**src/rtl/reg_bus_host.sv**
```systemverilog
// reg_bus_host
// Register-bus front end for a bank of subregister slices. It accepts one
// outstanding read or write request at a time, decodes the word address and
// raises a single-cycle write strobe (reg_we_o) or read pulse (reg_re_o) to
// the addressed slice. It then returns a response carrying the read data and
// an error flag.
//
// Ports
//   clk_i, rst_ni        clock, asynchronous active-low reset
//   req_valid_i/ready_o  request handshake; ready is high only in IDLE
//   req_write_i          1 = write, 0 = read
//   req_addr_i [AW]      byte address; register i lives at 4*i
//   req_wdata_i [DW]     write data
//   req_be_i [DW/8]      byte enables; a write must enable every byte
//   rsp_valid_o/ready_i  response handshake
//   rsp_rdata_o [DW]     read data (0 for writes and errors)
//   rsp_error_o          access error
//   reg_we_o [NumRegs]   one-hot write strobe
//   reg_re_o [NumRegs]   one-hot read pulse (drives read-clear registers)
//   reg_wd_o [DW]        write data shared by all slices
//   reg_qs_i [NumRegs*DW] packed slice values, register i at [i*DW +: DW]
module reg_bus_host #(
   parameter int NumRegs = 4,
   parameter int AW      = 8,
   parameter int DW      = 32
) (
   input  logic                  clk_i,
   input  logic                  rst_ni,
   input  logic                  req_valid_i,
   output logic                  req_ready_o,
   input  logic                  req_write_i,
   input  logic [AW-1:0]         req_addr_i,
   input  logic [DW-1:0]         req_wdata_i,
   input  logic [DW/8-1:0]       req_be_i,
   output logic                  rsp_valid_o,
   input  logic                  rsp_ready_i,
   output logic [DW-1:0]         rsp_rdata_o,
   output logic                  rsp_error_o,
   output logic [NumRegs-1:0]    reg_we_o,
   output logic [NumRegs-1:0]    reg_re_o,
   output logic [DW-1:0]         reg_wd_o,
   input  logic [NumRegs*DW-1:0] reg_qs_i
);

   localparam int BW = DW / 8;
   localparam int IW = AW - 2;
   // Register count in a full AW-bit field, so the range check compares every
   // index bit and cannot alias an out-of-range address onto a real register.
   localparam logic [AW-1:0] NumRegsAw = AW'(NumRegs);

   typedef enum logic [1:0] {
      ST_IDLE   = 2'd0,
      ST_ACCESS = 2'd1,
      ST_RESP   = 2'd2
   } state_e;

   state_e          state_q, state_d;
   logic            write_q, write_d;
   logic [IW-1:0]   idx_q, idx_d;
   logic            err_q, err_d;
   logic [DW-1:0]   wd_q, wd_d;
   logic [DW-1:0]   rdata_q, rdata_d;
   logic            error_q, error_d;

   logic [AW-1:0]   req_idx_ext;
   logic            req_err;
   logic [DW-1:0]   qs_sel;

   // Request decode
   always_comb begin
      req_idx_ext = {2'b00, req_addr_i[AW-1:2]};
      req_err     = (req_addr_i[1:0] != 2'b00)
                  | (req_idx_ext >= NumRegsAw)
                  | (req_write_i & (req_be_i != {BW{1'b1}}));
   end

   // Slice value mux; only meaningful for in-range indices (err_q clear).
   always_comb begin
      qs_sel = '0;
      for (int i = 0; i < NumRegs; i++) begin
         if (idx_q == IW'(i)) qs_sel = reg_qs_i[i*DW +: DW];
      end
   end

   // Strobes decode straight from registered state, so an asynchronous reset
   // removes them at once without waiting for a clock edge.
   always_comb begin
      reg_we_o = '0;
      reg_re_o = '0;
      for (int i = 0; i < NumRegs; i++) begin
         if ((state_q == ST_ACCESS) && !err_q && (idx_q == IW'(i))) begin
            reg_we_o[i] = write_q;
            reg_re_o[i] = !write_q;
         end
      end
   end

   always_comb begin
      state_d = state_q;
      write_d = write_q;
      idx_d   = idx_q;
      err_d   = err_q;
      wd_d    = wd_q;
      rdata_d = rdata_q;
      error_d = error_q;
      unique case (state_q)
         ST_IDLE: begin
            if (req_valid_i) begin
               write_d = req_write_i;
               idx_d   = req_addr_i[AW-1:2];
               err_d   = req_err;
               if (req_write_i) wd_d = req_wdata_i;
               state_d = ST_ACCESS;
            end
         end
         ST_ACCESS: begin
            // Captured in the same cycle as the read pulse, so a read-clear
            // register reports its value from before the clear.
            rdata_d = (!write_q && !err_q) ? qs_sel : '0;
            error_d = err_q;
            state_d = ST_RESP;
         end
         ST_RESP: begin
            if (rsp_ready_i) state_d = ST_IDLE;
         end
         default: state_d = ST_IDLE;
      endcase
   end

   always_ff @(posedge clk_i or negedge rst_ni) begin
      if (!rst_ni) begin
         state_q <= ST_IDLE;
         write_q <= 1'b0;
         idx_q   <= '0;
         err_q   <= 1'b0;
         wd_q    <= '0;
         rdata_q <= '0;
         error_q <= 1'b0;
      end else begin
         state_q <= state_d;
         write_q <= write_d;
         idx_q   <= idx_d;
         err_q   <= err_d;
         wd_q    <= wd_d;
         rdata_q <= rdata_d;
         error_q <= error_d;
      end
   end

   // Ready is gated by reset so it stays low while rst_ni is asserted.
   assign req_ready_o = rst_ni && (state_q == ST_IDLE);
   assign rsp_valid_o = (state_q == ST_RESP);
   assign rsp_rdata_o = rdata_q;
   assign rsp_error_o = error_q;
   assign reg_wd_o    = wd_q;

endmodule
```
**config.mk**
```make
export PLATFORM = sky130hd
export DESIGN_NAME = reg_bus_host
export DESIGN_NICKNAME = d
export VERILOG_FILES = /design/src/rtl/reg_bus_host.sv
export SDC_FILE = /design/constraint.sdc
export NUM_CORES = 1
export LEC_CHECK = 0
export CAP_MARGIN = 20
export CELL_PAD_IN_SITES_DETAIL_PLACEMENT = 1
export CELL_PAD_IN_SITES_GLOBAL_PLACEMENT = 2
export CORE_UTILIZATION = 20
export CTS_BUF_LIST = sky130_fd_sc_hd__clkbuf_8
export DETAILED_ROUTE_END_ITERATION = 12
export GPL_ROUTABILITY_DRIVEN = 0
export PLACE_DENSITY_LB_ADDON = 0.1
export REMOVE_ABC_BUFFERS = 1
export SLEW_MARGIN = 10
export SYNTH_ARGS = -nofsm -noshare
export SYNTH_HDL_FRONTEND = slang
export SYNTH_SLANG_ARGS = --single-unit
```
**constraint.sdc**
```tcl
create_clock -name clk_i -period 2.3 [get_ports clk_i]
set_input_delay 0.575 -clock clk_i [delete_from_list [all_inputs] [get_ports clk_i]]
set_output_delay 0.575 -clock clk_i [all_outputs]
set_load 0.02 [all_outputs]
```
== After elaboration in Yosys (flattened, before gate mapping) ==
Index checks and enable logic that the tools add are counted.

* $add $sub $neg: 0
* Multipliers: 0
* Divide/modulo/power cells: 0
* Magnitude comparators: 1
* Eq/ne operators: 8
* Shift-type cells: 0
* Mux-type cells: 16
* Bitwise operators: 3
* Reduce and logical (&&, ||, !) cells: 15

{| class="wikitable"
|+ Operator list
! cell !! count
|-
| 2-to-1 mux 32 bit || 5
|-
| equality test 6 x 2 -> 1 bit, second input constant || 2
|-
| 2-to-1 mux 1 bit || 8
|-
| logical AND 1 bit || 7
|-
| equality test 6 x 1 -> 1 bit, second input constant || 1
|-
| greater-or-equal comparator 6 x 3 -> 1 bit, second input constant || 1
|-
| logical NOT 6 bit || 1
|-
| one-hot mux 2 bit (3 select lines) || 1
|-
| 2-to-1 mux 2 bit || 2
|-
| inequality test 4 bit, second input constant || 1
|-
| AND reduction 2 bit || 2
|-
| AND reduction 3 bit || 1
|-
| equality test 2 x 1 -> 1 bit, second input constant || 1
|-
| equality test 2 bit, second input constant || 1
|-
| logical NOT 1 bit || 2
|-
| logical NOT 2 bit || 1
|-
| inequality test 2 x 1 -> 1 bit, second input constant || 1
|-
| inequality test 2 bit, second input constant || 1
|-
| bitwise OR 1 bit || 2
|-
| nonzero test 2 bit || 1
|-
| AND 1 bit || 1
|}

* Register bits after elaboration: 75
* Bits in latches: 0
* Memory bits (writable): 0
* Bits in read-only memories: 0
* Output and inout port bits: 75
* Word-level logic and storage cells: 50
* Memories kept: 0

== Longest topological paths before layout ==
* Word-level depth: 6
* Gate-level depth with buffers: 6
* Mapped depth without buffers: 4

== Least setup slack after synthesis ==
OpenSTA, ideal clock, no wires.

* Kind: flip-flop to output port
* From: register state_q[1]
* To: output port reg_we_o[1]
* Arrival: 1.941 ns
* Data required time: 1.725 ns
* Setup slack: -0.216 ns
* Stages on the path, launching flop included: 5
* Buffers on the path: 1
* Cells stage by stage: dfrtp_1 nand2b_1 clkbuf_1 or3b_2 nor4b_1

* Word-level cells in the longest chain between the ends: 4

{| class="wikitable"
|+ RTL lines
! what !! RTL line !! RTL
|-
| start, declared || 57 || <nowiki>state_e state_q, state_d;</nowiki>
|-
| start signal, assigned || 140 || <nowiki>state_q <= state_d;</nowiki>
|-
| equality test 2 x 1 -> 1 bit || 91 || <nowiki>if ((state_q == ST_ACCESS) && !err_q && (idx_q == IW'(i))) begin</nowiki>
|-
| logical AND 1 bit (2 in series) || 91 ||
|-
| 2-to-1 mux 1 bit || 91 ||
|-
| end, declared || 39 || <nowiki>output logic [NumRegs-1:0] reg_we_o,</nowiki>
|}

Every way passes these cells.

== Worst setup path after layout ==
* From: register idx_q[4]
* To: output port reg_re_o[3]

* Word-level cells in the longest chain between the ends: 3

{| class="wikitable"
|+ RTL lines
! what !! RTL line !! RTL
|-
| start, declared || 59 || <nowiki>logic [IW-1:0] idx_q, idx_d;</nowiki>
|-
| start signal, assigned || 142 || <nowiki>idx_q <= idx_d;</nowiki>
|-
| equality test 6 x 2 -> 1 bit || 91 ||
|-
| logical AND 1 bit || 91 ||
|-
| 2-to-1 mux 1 bit || 91 ||
|-
| end, declared || 40 || <nowiki>output logic [NumRegs-1:0] reg_re_o,</nowiki>
|}

Every way passes these cells.

==> metrics <==
fmax 0.4016 GHz; Iter 0 DRT Violations 44; Area contributors post-synth dfrtp_1 (51%), mux2_2 (18%), o21ai_0 (5.3%); design area 6867 um2; Worst Hold Slack 0.2628 ns; CP Class flop to primary output; core area 18,020 um2; worst setup margin -0.1899 ns; Leak 2.697 nW; violated checks setup timing; Area Growth Syn to Fin 85.47%; die height 138.1 um; first-pass GRT wire length 22.61 mm; clk root buf clkbuf_8; biggest area consumer among synthesized cells dfrtp_1; mean post-synth cell area 11.08 um2; post-route ant nets 0; reg-to-reg startpoint write_q; Initial DRT Pass Iterations 4; via/cell ratio about 4.4; num ports ~250; most common cell in the netlist dfrtp_1; GRT Total Usage 15.24%; startpoint type of the worst setup path flop; Worst R2R Setup Slack 0.27 ns; Worst setup EP type primary output; # hold bufs at CTS 0; family with the most delay on the worst path simple AND/OR/NAND/NOR gates; H-tree Lvls 3; max-cap violation count 0; FFs w/ async S/R, synth 100.0%; DP Area 6570 um2; Synth Flop Type dfrtp_1; status complete, but fails checks; Critical Path RT 1.73 ns; # diodes 0; hold violation total from the final report 0; CTS tree done; reg-to-reg endpoint rsp_rdata_o[31]; pwr/cell area 867.7 nW/um2; initial core utilization 20.54%; clk buf depth 2; CP max stage cell or4_4; Final setup viols 6; period utilization 108.3%; largest net degree at the start of global routing 76; Final nets 773; Worst-path clk slew 0.09 ns; final non-filler cell total 829; clk_skew 0.009890 ns; Synth Instances 334; worst skew pair latency between 0.3 and 0.4 ns; final worst path period need 2.490 ns; TritonCTS Sinks 75; placed insts 809; Remaining DRCs 0; # port buffers roughly 250; dpl hpwl 10.67 mm; setup repair after global routing missed its margin yes; commonest cells in the netlist dfrtp_1 (75), mux2_2 (59), o21ai_0 (39); row count 49; Ys Warns 0; Netlist cell types 30; WP buf/inv 2; Die Area between 15,000 and 20,000 um2; cells along the critical path or4_4, or3_4, inv_2, buf_6; final core utilization 38.10%; initial antenna violation count 0; fin. max-slew vios 0; GRT overflow 0; routed len/inst 17.28 um; Slew HR 66.65%; CP peak stage delay between 0.6 and 0.7 ns; WP data arrival ~1.9 ns; total number of vias 3,656; Synth top area share about half; FF-to-FF path depth 7; WL final 14.33 mm; Die Wd roughly 140 um; sequential share of the synthesized area 50.69%; Post-synth EDFFs 0; Slew @ Worst Pin 0.5003 ns; # fillers 2,007; Peak VDD IR 0.0005281 V; Yosys reg bits 75; cts bufs inserted 9; worst hold path class input pin to asynchronous set/reset pin; crit path max fanout 6; Synth Cell Area around 3700 um2; share of cells above drive strength 1 22.33%; total power 0.005958 W; number of global-route vias before repair 4,025
report_power, final:
group	switching, W	internal, W
clock network	0.000545	0.000497
registers	0.000225	0.00169
logic	0.00142	0.00158
final cells by class:
type	instances	area (um2)	area share [%]
flip-flops and latches	75	1878	27.35
clock buffers	9	123.9	1.804
repair buffers	278	2741	39.92
clock inverters	6	67.56	0.9840
inverters	14	52.55	0.7653
multi-input cells	218	1717	25.00
well taps	229	286.5	4.173
per-layer routing:
layer / track usage (%) / up-vias / wire length [um]
met1: 18.40 / 1772 / 5978
met5: 0 / - / 0
met2: 25.74 / 135 / 7135
met3: 4.191 / 14 / 967
met4: 5.726 / 0 / 246
li1: - / 1735 / -
worst max-delay path by stage:
stage                    start           to  slack (ns)  depth (start not counted)
finish                idx_q[4]  reg_re_o[3]       -0.19                          4
global placement      idx_q[3]  reg_re_o[3]       -0.40                          4
global route           write_q  reg_re_o[3]       -0.24                          4
detailed placement    idx_q[3]  reg_re_o[3]       -0.43                          4
floorplan           state_q[1]  reg_we_o[1]       -0.61                          3
CTS                    write_q  reg_re_o[3]       -0.20                          4
cell families (layout without fill, tap and decap cells):
family	count (synthesis)	after routing	synth area share [%]
AO/OA/AOI/OAI	87	87	16.49
buffers and inverters	41	307	4.664
flip-flops	75	75	50.69
multiplexers	60	60	18.25
AND/OR/NAND/NOR	71	71	9.902
per-stage QoR:
stage	TNS [ns]	setup WS (ns)
after detailed placement	-2.368	-0.4275
after CTS	-0.8893	-0.1968
after global routing	-1.145	-0.2388
after global placement	-2.049	-0.3968
after floorplan	-17.94	-0.6058
final	-0.6915	-0.1899
flip-flops by register name (all words and copies together) (netlist names):
signal and count:
reg_wd_o 32, rsp_rdata_o 32, rsp_error_o 1, write_q 1
idx_q 6, state_q 2, err_q 1
repair_timing:
action | CTS | global route
buffers inserted | 3 | 1
endpoints found under the setup margin | 10 | 7
gates cloned | 0 | 0
pin swaps | 6 | 1
resized for setup | 58 | 4
layout by cell type (no fill, tap or decap), types with 2 or more instances in the layout:
master	n
o221ai_2	9
nand2b_1	14
buf_12	2
nor2_1	3
clkdlybuf4s50_1	240
o22ai_1	20
o21ai_0	39
nor3_2	2
o221ai_1	15
nor3b_1	2
clkbuf_8	9
buf_2	2
o21ai_1	2
clkinv_4	2
inv_1	13
dfrtp_1	74
buf_4	28
dlygate4sd2_1	2
clkinvlp_4	2
buf_6	3
nand2_1	34
nor4b_2	2
mux2_2	59
(Power assumes the default switching activity.)
